File: config.mk
export PLATFORM = sky130hd
export DESIGN_NAME = packet_tx_serializer
export DESIGN_NICKNAME = d
export VERILOG_FILES = /design/src/rtl/packet_pkg.sv /design/src/rtl/packet_tx_serializer.sv
export SDC_FILE = /design/constraint.sdc
export NUM_CORES = 1
export LEC_CHECK = 0
export ABC_CLOCK_PERIOD_IN_PS = 4700
export CAP_MARGIN = 30
export CORE_ASPECT_RATIO = 1.1
export CORE_UTILIZATION = 54
export CTS_BUF_LIST = sky130_fd_sc_hd__clkbuf_16
export DETAILED_ROUTE_END_ITERATION = 12
export PLACE_DENSITY = 0.86
export SETUP_SLACK_MARGIN = 0.1
export SYNTH_ARGS = -nofsm -noshare
export SYNTH_HDL_FRONTEND = slang
export SYNTH_SLANG_ARGS = --single-unit
File: constraint.sdc
create_clock -name clock -period 4.7 [get_ports clock]
set_input_delay 0.94 -clock clock [delete_from_list [all_inputs] [get_ports clock]]
set_output_delay 0.94 -clock clock [all_outputs]
set_load 0.02 [all_outputs]
File: src/rtl/packet_pkg.sv
// Shared types and constants for the packet transmit path.
// Latency: n/a (types and pure functions only).
// Backpressure: n/a.
// Optional feature macro: PACKET_TX_CHECK_EN (adds a fifth XOR checksum beat).
package packet_pkg;

  localparam int HEADER_W = 16;
  localparam int ADDR_W   = 16;
  localparam int DATA_W   = 32;
  localparam int BEAT_W   = 16;

`ifdef PACKET_TX_CHECK_EN
  localparam int NUM_BEATS = 5;
  localparam int BIDX_W    = 3;
`else
  localparam int NUM_BEATS = 4;
  localparam int BIDX_W    = 2;
`endif

  localparam logic [BIDX_W-1:0] LAST_IDX = BIDX_W'(NUM_BEATS - 1);

  typedef struct packed {
    logic [HEADER_W-1:0] header;
    logic [ADDR_W-1:0]   addr;
    logic [DATA_W-1:0]   data;
  } packet_t;

  typedef enum logic {
    IDLE = 1'b0,
    SEND = 1'b1
  } tx_state_t;

  // Beat order on the link: header, addr, data high half, data low half,
  // then (when enabled) the XOR of the four previous beats.
  function automatic logic [BEAT_W-1:0] beat_of(input packet_t p,
                                                input logic [BIDX_W-1:0] idx);
    logic [BEAT_W-1:0] b;
    b = '0;
    case (idx)
      BIDX_W'(0): b = p.header;
      BIDX_W'(1): b = p.addr;
      BIDX_W'(2): b = p.data[31:16];
      BIDX_W'(3): b = p.data[15:0];
`ifdef PACKET_TX_CHECK_EN
      BIDX_W'(4): b = p.header ^ p.addr ^ p.data[31:16] ^ p.data[15:0];
`endif
      default:    b = '0;
    endcase
    return b;
  endfunction

endpackage

File: src/rtl/packet_tx_serializer.sv
// Serializes one header/addr/data packet into 16-bit link beats with a last marker.
// Latency: first (header) beat is valid 1 cycle after the packet handshake.
// Backpressure: link beats hold while link_ready=0; a new packet is taken only
//   in IDLE or alongside acceptance of the current last beat (no bubble).
// Ports: clock/reset (sync, active-high); inPacket_* valid/ready packet input;
//   link_* valid/ready beat output with link_last; busy; sent_count (wrapping).
// Optional feature macro: PACKET_TX_CHECK_EN (fifth XOR checksum beat).
module packet_tx_serializer
  import packet_pkg::*;
#(
  parameter int COUNT_W = 8
) (
  input  logic                clock,
  input  logic                reset,
  input  logic                inPacket_valid,
  output logic                inPacket_ready,
  input  logic [15:0]         inPacket_tx_header,
  input  logic [15:0]         inPacket_tx_addr,
  input  logic [31:0]         inPacket_tx_data,
  output logic                link_valid,
  input  logic                link_ready,
  output logic [15:0]         link_beat,
  output logic                link_last,
  output logic                busy,
  output logic [COUNT_W-1:0]  sent_count
);

  tx_state_t            state_q, state_d;
  logic [BIDX_W-1:0]    beat_idx_q, beat_idx_d;
  packet_t              pkt_q, pkt_d;
  logic                 link_valid_q, link_valid_d;
  logic [BEAT_W-1:0]    link_beat_q, link_beat_d;
  logic                 link_last_q, link_last_d;
  logic [COUNT_W-1:0]   sent_count_q, sent_count_d;

  packet_t              in_pkt;
  logic                 in_ready;
  logic                 in_fire;
  logic                 beat_fire;
  logic                 on_last;
  logic [BIDX_W-1:0]    nxt_idx;

  assign in_pkt = '{header: inPacket_tx_header,
                    addr:   inPacket_tx_addr,
                    data:   inPacket_tx_data};

  always_comb begin
    on_last   = (beat_idx_q == LAST_IDX);
    beat_fire = link_valid_q && link_ready;
    // Ready is combinational on link_ready so the next packet can be latched
    // on the same edge that retires the current last beat.
    in_ready  = (state_q == IDLE) ||
                ((state_q == SEND) && on_last && link_ready);
    in_fire   = inPacket_valid && in_ready;
    nxt_idx   = beat_idx_q + BIDX_W'(1);
  end

  always_comb begin
    state_d      = state_q;
    beat_idx_d   = beat_idx_q;
    pkt_d        = pkt_q;
    link_valid_d = link_valid_q;
    link_beat_d  = link_beat_q;
    link_last_d  = link_last_q;
    sent_count_d = sent_count_q;

    case (state_q)
      IDLE: begin
        if (in_fire) begin
          pkt_d        = in_pkt;
          beat_idx_d   = '0;
          link_valid_d = 1'b1;
          link_beat_d  = in_pkt.header;
          link_last_d  = 1'b0;
          state_d      = SEND;
        end
      end

      SEND: begin
        if (beat_fire) begin
          if (on_last) begin
            sent_count_d = sent_count_q + COUNT_W'(1);
            if (in_fire) begin
              // Chain straight into the next packet's header beat.
              pkt_d        = in_pkt;
              beat_idx_d   = '0;
              link_valid_d = 1'b1;
              link_beat_d  = in_pkt.header;
              link_last_d  = 1'b0;
            end else begin
              beat_idx_d   = '0;
              link_valid_d = 1'b0;
              link_last_d  = 1'b0;
              state_d      = IDLE;
            end
          end else begin
            beat_idx_d  = nxt_idx;
            link_beat_d = beat_of(pkt_q, nxt_idx);
            link_last_d = (nxt_idx == LAST_IDX);
          end
        end
      end

      default: begin
        state_d = IDLE;
      end
    endcase
  end

  always_ff @(posedge clock) begin
    if (reset) begin
      state_q      <= IDLE;
      beat_idx_q   <= '0;
      pkt_q        <= '0;
      link_valid_q <= 1'b0;
      link_beat_q  <= '0;
      link_last_q  <= 1'b0;
      sent_count_q <= '0;
    end else begin
      state_q      <= state_d;
      beat_idx_q   <= beat_idx_d;
      pkt_q        <= pkt_d;
      link_valid_q <= link_valid_d;
      link_beat_q  <= link_beat_d;
      link_last_q  <= link_last_d;
      sent_count_q <= sent_count_d;
    end
  end

  assign inPacket_ready = in_ready;
  assign link_valid     = link_valid_q;
  assign link_beat      = link_beat_q;
  assign link_last      = link_last_q;
  assign busy           = (state_q == SEND);
  assign sent_count     = sent_count_q;

endmodule

=== After elaboration in Yosys (flattened, before gate mapping) ===
Cells that the tools add are included.

* Register bits: 93

* Add/subtract/negate cells: 2
* Equality and inequality tests: 7
* Muxes and demuxes: 25
* Bitwise logic cells: 1
* Reduce and logical (&&, ||, !) cells: 10

{| class="wikitable"
|+ Operator list
! operator !! count
|-
| 2-to-1 mux 64 bit || 3
|-
| case mux 64 bit (2 select lines) || 1
|-
| case mux 16 bit (4 select lines) || 1
|-
| 2-to-1 mux 16 bit || 3
|-
| case mux 16 bit (2 select lines) || 1
|-
| 2-to-1 mux 1 bit || 9
|-
| adder 8 x 1 -> 8 bit, second input constant || 1
|-
| equality test 2 bit, second input constant || 3
|-
| 2-to-1 mux 2 bit || 3
|-
| case mux 1 bit (2 select lines) || 3
|-
| AND reduction 3 bit || 2
|-
| logical AND 1 bit || 4
|-
| inequality test 2 x 1 -> 1 bit, second input constant || 2
|-
| case mux 2 bit (2 select lines) || 1
|-
| AND reduction 2 bit || 2
|-
| adder 2 x 1 -> 2 bit, second input constant || 1
|-
| equality test 2 x 1 -> 1 bit, second input constant || 1
|-
| zero test 2 bit || 1
|-
| inequality test 2 bit, second input constant || 1
|-
| logical OR 1 bit || 1
|-
| NOT 1 bit || 1
|}

=== Depth between registers and ports, before layout ===
* Depth in word-level cells: 9
* Depth in mapped cells: 8

=== Worst setup path before layout ===
No wires, ideal clock.

* Kind: input port to output port
* Start: input link_ready
* End: output inPacket_ready
* Arrival time: 1,420 ps
* Slack: 2,340 ps
* Cell stages on the path: 3
* Buffers on the path: 2
* Cell sequence: buf_6 -> a21bo_2 -> buf_6

* Longest elaborated chain between the ends: 2

{| class="wikitable"
|+ Ends and longest elaborated chain
! item !! RTL line !! text
|-
| start, declared || packet_tx_serializer.sv:21 || <nowiki>input logic link_ready,</nowiki>
|-
| logical AND 1 bit || packet_tx_serializer.sv:53 || <nowiki>((state_q == SEND) && on_last && link_ready);</nowiki>
|-
| logical OR 1 bit || packet_tx_serializer.sv:52 || <nowiki>in_ready = (state_q == IDLE) ||</nowiki>
|-
| end, declared || packet_tx_serializer.sv:16 || <nowiki>output logic inPacket_ready,</nowiki>
|}

No other way between the ends.

=== Worst setup path after layout ===
Same ends and word-level chain as after synthesis.

==> run summary <==
Yosys mapped the design onto 45 distinct sky130hd cell types. The run gives 0 as the remaining number of nets flagged by the antenna check after routing. The worst setup path is launched from a primary input. Summing the sequential cell areas from Yosys gives 45.4% of the chip area. Entering global routing, the biggest net connects 65 pins.

The first global-routing pass estimated 17.2 mm of wire. The count of input and output buffers was 95. Along the worst hold path, the cell count comes to 2. Initial antenna violation count: 0. Dividing the detail-routed wire length by the instance count gives 16.1 microns.

The flow ran to the end, and the final reports show no timing, DRC or antenna violations. Gates resized during post-CTS repair numbered 0. The run gives 0 as the number of endpoints with negative hold slack in the final report. Along the worst path, the maximum fanout reaches 12.

The placement row count was 32. The maximum vdd ir drop is 0.203 mV, and the fraction of power spent switching nets is 24.0%. TritonCTS built the clock tree. Sequential cells account for 44.6% of the total power.

The tools report the reg-to-reg critical path startpoint as beat_idx_q[1]. The CTS clock-pin slew for the worst setup and hold paths is 0.06 ns, and the count of mapped cells out of synthesis is 481. In the global route stage, overall resource usage came out at 27.7%. Clock tree root buffer cell: clkbuf_16. Among all cell types in the netlist, the one instantiated most often is nand2_1. The timing startpoint of the critical path is link_ready. The clock reaches the later pin of the worst-skew pair after 0.34 ns. For the worst setup path, the data required time is 3.76 ns. The clock network burns 41.8% of the power.

The routed design has 10.4 mm of wire. Fraction of final layout cells sized beyond drive strength 1: 9.30%. Counting the fill cells in the layout gives 512. The tools report the leakage dissipation as 1.96 nW.

Ranked by total cell area, the synthesized netlist is headed by dfxtp_1, nand2_1, a21oi_1, a222oi_1, a21oi_2. The logs give 73.3% for the fraction of the core area covered by cells at the end of the flow and 0.00410 sq mm for the post-synthesis instance area. The ratio of final minimum period to clock period is 74.3%.

For this run, the post-layout net count is 628. The number of placed cells counting well taps is 628, and the data arrival time at the worst-slack endpoint is 2.55 ns. Relative to the synthesized area, the layout overhead comes to 28.1%.

The floorplan step set the die height to 93.4 microns. The transition at the pin with the smallest max-transition slack works out to 0.858 ns. Worst hold-check path type: flip-flop to flip-flop.

The design draws 1.94 mW. The logs give 9 for the total CTS buffers and 0 for the DRC violation count after routing. Setup repair after global routing left no endpoint under its margin. The Yosys step of the flow raised 0 warnings.

The initial utilization of the core area, before any placement, comes to 57.2%. The core region is 0.00717 sq mm. In this run, the number of DRC markers left after iteration 0 of detailed routing was 327.

The mean instance size in the synthesized netlist was 8.52 sq um; the total nets after synthesis was 555. The routed layout has 3769 vias. Cell internal power was estimated by the tool at 1.47 mW. The die covers 0.00794 sq mm. The combinational group share of total power is 13.6%.

The startpoint identified for the worst hold timing path is pkt_q[50]. Total number of H-tree levels: 3. The minimum period implied by the final worst setup slack was 3.49 ns; the maximum clock frequency was 286 MHz.

Main flop type after synthesis: dfxtp_1. The synthesized design contains 0 enable-type register cells. The logs give 3620 for the number of global-route vias before repair and 0.00492 sq mm for the area after detailed placement. The portion of synthesized cell area occupied by the leading cell type works out to 45.4%.

The final-report max-slew violation count is 0, and the logic depth of the worst register-to-register path is 6. Summed over all instances, the cell type with the most area after synthesis is dfxtp_1. In this run the deepest clock path goes through 2 buffers. The commonest cells after synthesis are nand2_1, dfxtp_1, a21oi_1. CTS saw 93 sinks.

In the routed layout, each cell is associated on average with a via count of 5.85. In this run the count of I/O pins placed on the die edge is 96. For the count of TritonRoute iterations in the first routing pass, the log shows 5. For this design, the CTS-stage hold fixing added 0 buffers. For the post-route setup TNS, the log shows 0 ns.

Fraction of registers with async set or reset after synthesis: 0%. Once the clock tree was built, the setup fixing pass inserted 0 buffers. STA classifies the critical path endpoint as an output pin. The analysis attributes to net switching a power of 0.465 mW. Counting flops and latches in the post-synthesis netlist gives 93. By startpoint and endpoint, the worst setup path is classified as primary input to output pin. Setup violations remaining at the end of the flow were counted as 0. Dividing total power by cell area gives a power density of 369 mW/mm^2. The repair_antennas step left the layout with diodes totalling 0. The HPWL after detailed placement is 6.87 mm.

The final cell count without fillers is 644. The chip width was 85.1 microns; the area of all placed cells without fillers was 0.00525 sq mm. The routability-driven placement congestion ratio was 0.834; the leftover overflow at the end of global routing was 0. Between clock sinks in the finished design, the worst skew comes to 0.00468 ns. For the worst slew slack as a fraction of its limit, the log shows 42.8%.

For the count of maximum capacitance violations, the log shows 0.
metal layers:
metal / vias up / wire, microns / GRT usage [%]
li1: 1810 / - / -
met3: 28 / 816 / 6.00
met4: 0 / 277 / 12.6
met2: 170 / 5100 / 46.4
met1: 1761 / 4180 / 34.0
met5: - / 0 / 0
power by group through the flow:
stage / registers, mW / logic, mW / clock network, mW
5_1_grt: 0.868 / 0.287 / 0.847
6_report: 0.864 / 0.264 / 0.809
3_3_place_gp: 0.877 / 0.255 / 0
3_5_place_dp: 0.880 / 0.261 / 0
4_1_cts: 0.863 / 0.263 / 0.811
2_1_floorplan: 0.885 / 0.156 / 0
through the flow:
step	worst slack, ns	hold WS (ns)
finish	1.21	0.447
global route	1.17	0.468
CTS	1.22	0.451
detailed placement	1.24	0.443
global placement	1.28	0.436
floorplan	2.34	0.431
layout by cell type (no fill, tap or decap), types with 2 or more instances in the layout:
master,n
nor3_1,3
a22oi_1,3
xnor2_1,4
a21oi_1,62
a21boi_0,5
bufinv_16,3
xor2_1,2
o211ai_1,4
inv_1,7
a21oi_2,15
a221oi_1,2
nand2b_1,8
nand3_1,3
a222oi_1,16
and3_1,5
clkbuf_16,9
nand2_1,143
o21ai_0,10
mux2i_1,3
ha_1,6
dfxtp_1,93
nor2_1,12
nand2_2,5
a32oi_1,8
clkdlybuf4s50_1,94
nand4_1,3
a31oi_1,4
buf_4,3
nand2_4,6
o21bai_1,3
critical path, cell delays in order:
cell and delay, ns:
clkdlybuf4s50_1 0.61, a21bo_2 0.34, clkdlybuf4s50_1 0.65
registers in the layout, summed over array words and instances, names as in the netlist:
name / cells
beat_idx_q: 2
busy: 1
link_beat: 16
link_last: 1
link_valid: 1
pkt_q: 64
sent_count: 8
cells by family after synthesis:
logic type / synth area share (%)
AOI/OAI and AO/OA: 22.5
xor gates and xnor gates: 1.28
adders and majority gates: 1.83
buffers and inverters: 6.68
DFF: 45.4
muxes: 0.733
and+or+nand+nor: 21.6
final cells by class:
class,count,area (sq um),share of cell area (%)
Tap cell,85,106,2.03
Timing Repair Buffer,98,968,18.4
Clock buffer,9,225,4.29
Inverter,5,18.8,0.357
Clock inverter,7,106,2.03
Sequential cell,93,1860,35.5
Multi-Input combinational cell,347,1960,37.4
final timing paths:
kind	slack, ns	end
hold reg to reg	0.45	pkt_q[50]
hold / removal	0.45	pkt_q[50]
setup reg to reg	2.19	pkt_q[25]
setup / recovery	1.21	inPacket_ready
(Power assumes the default switching activity.)
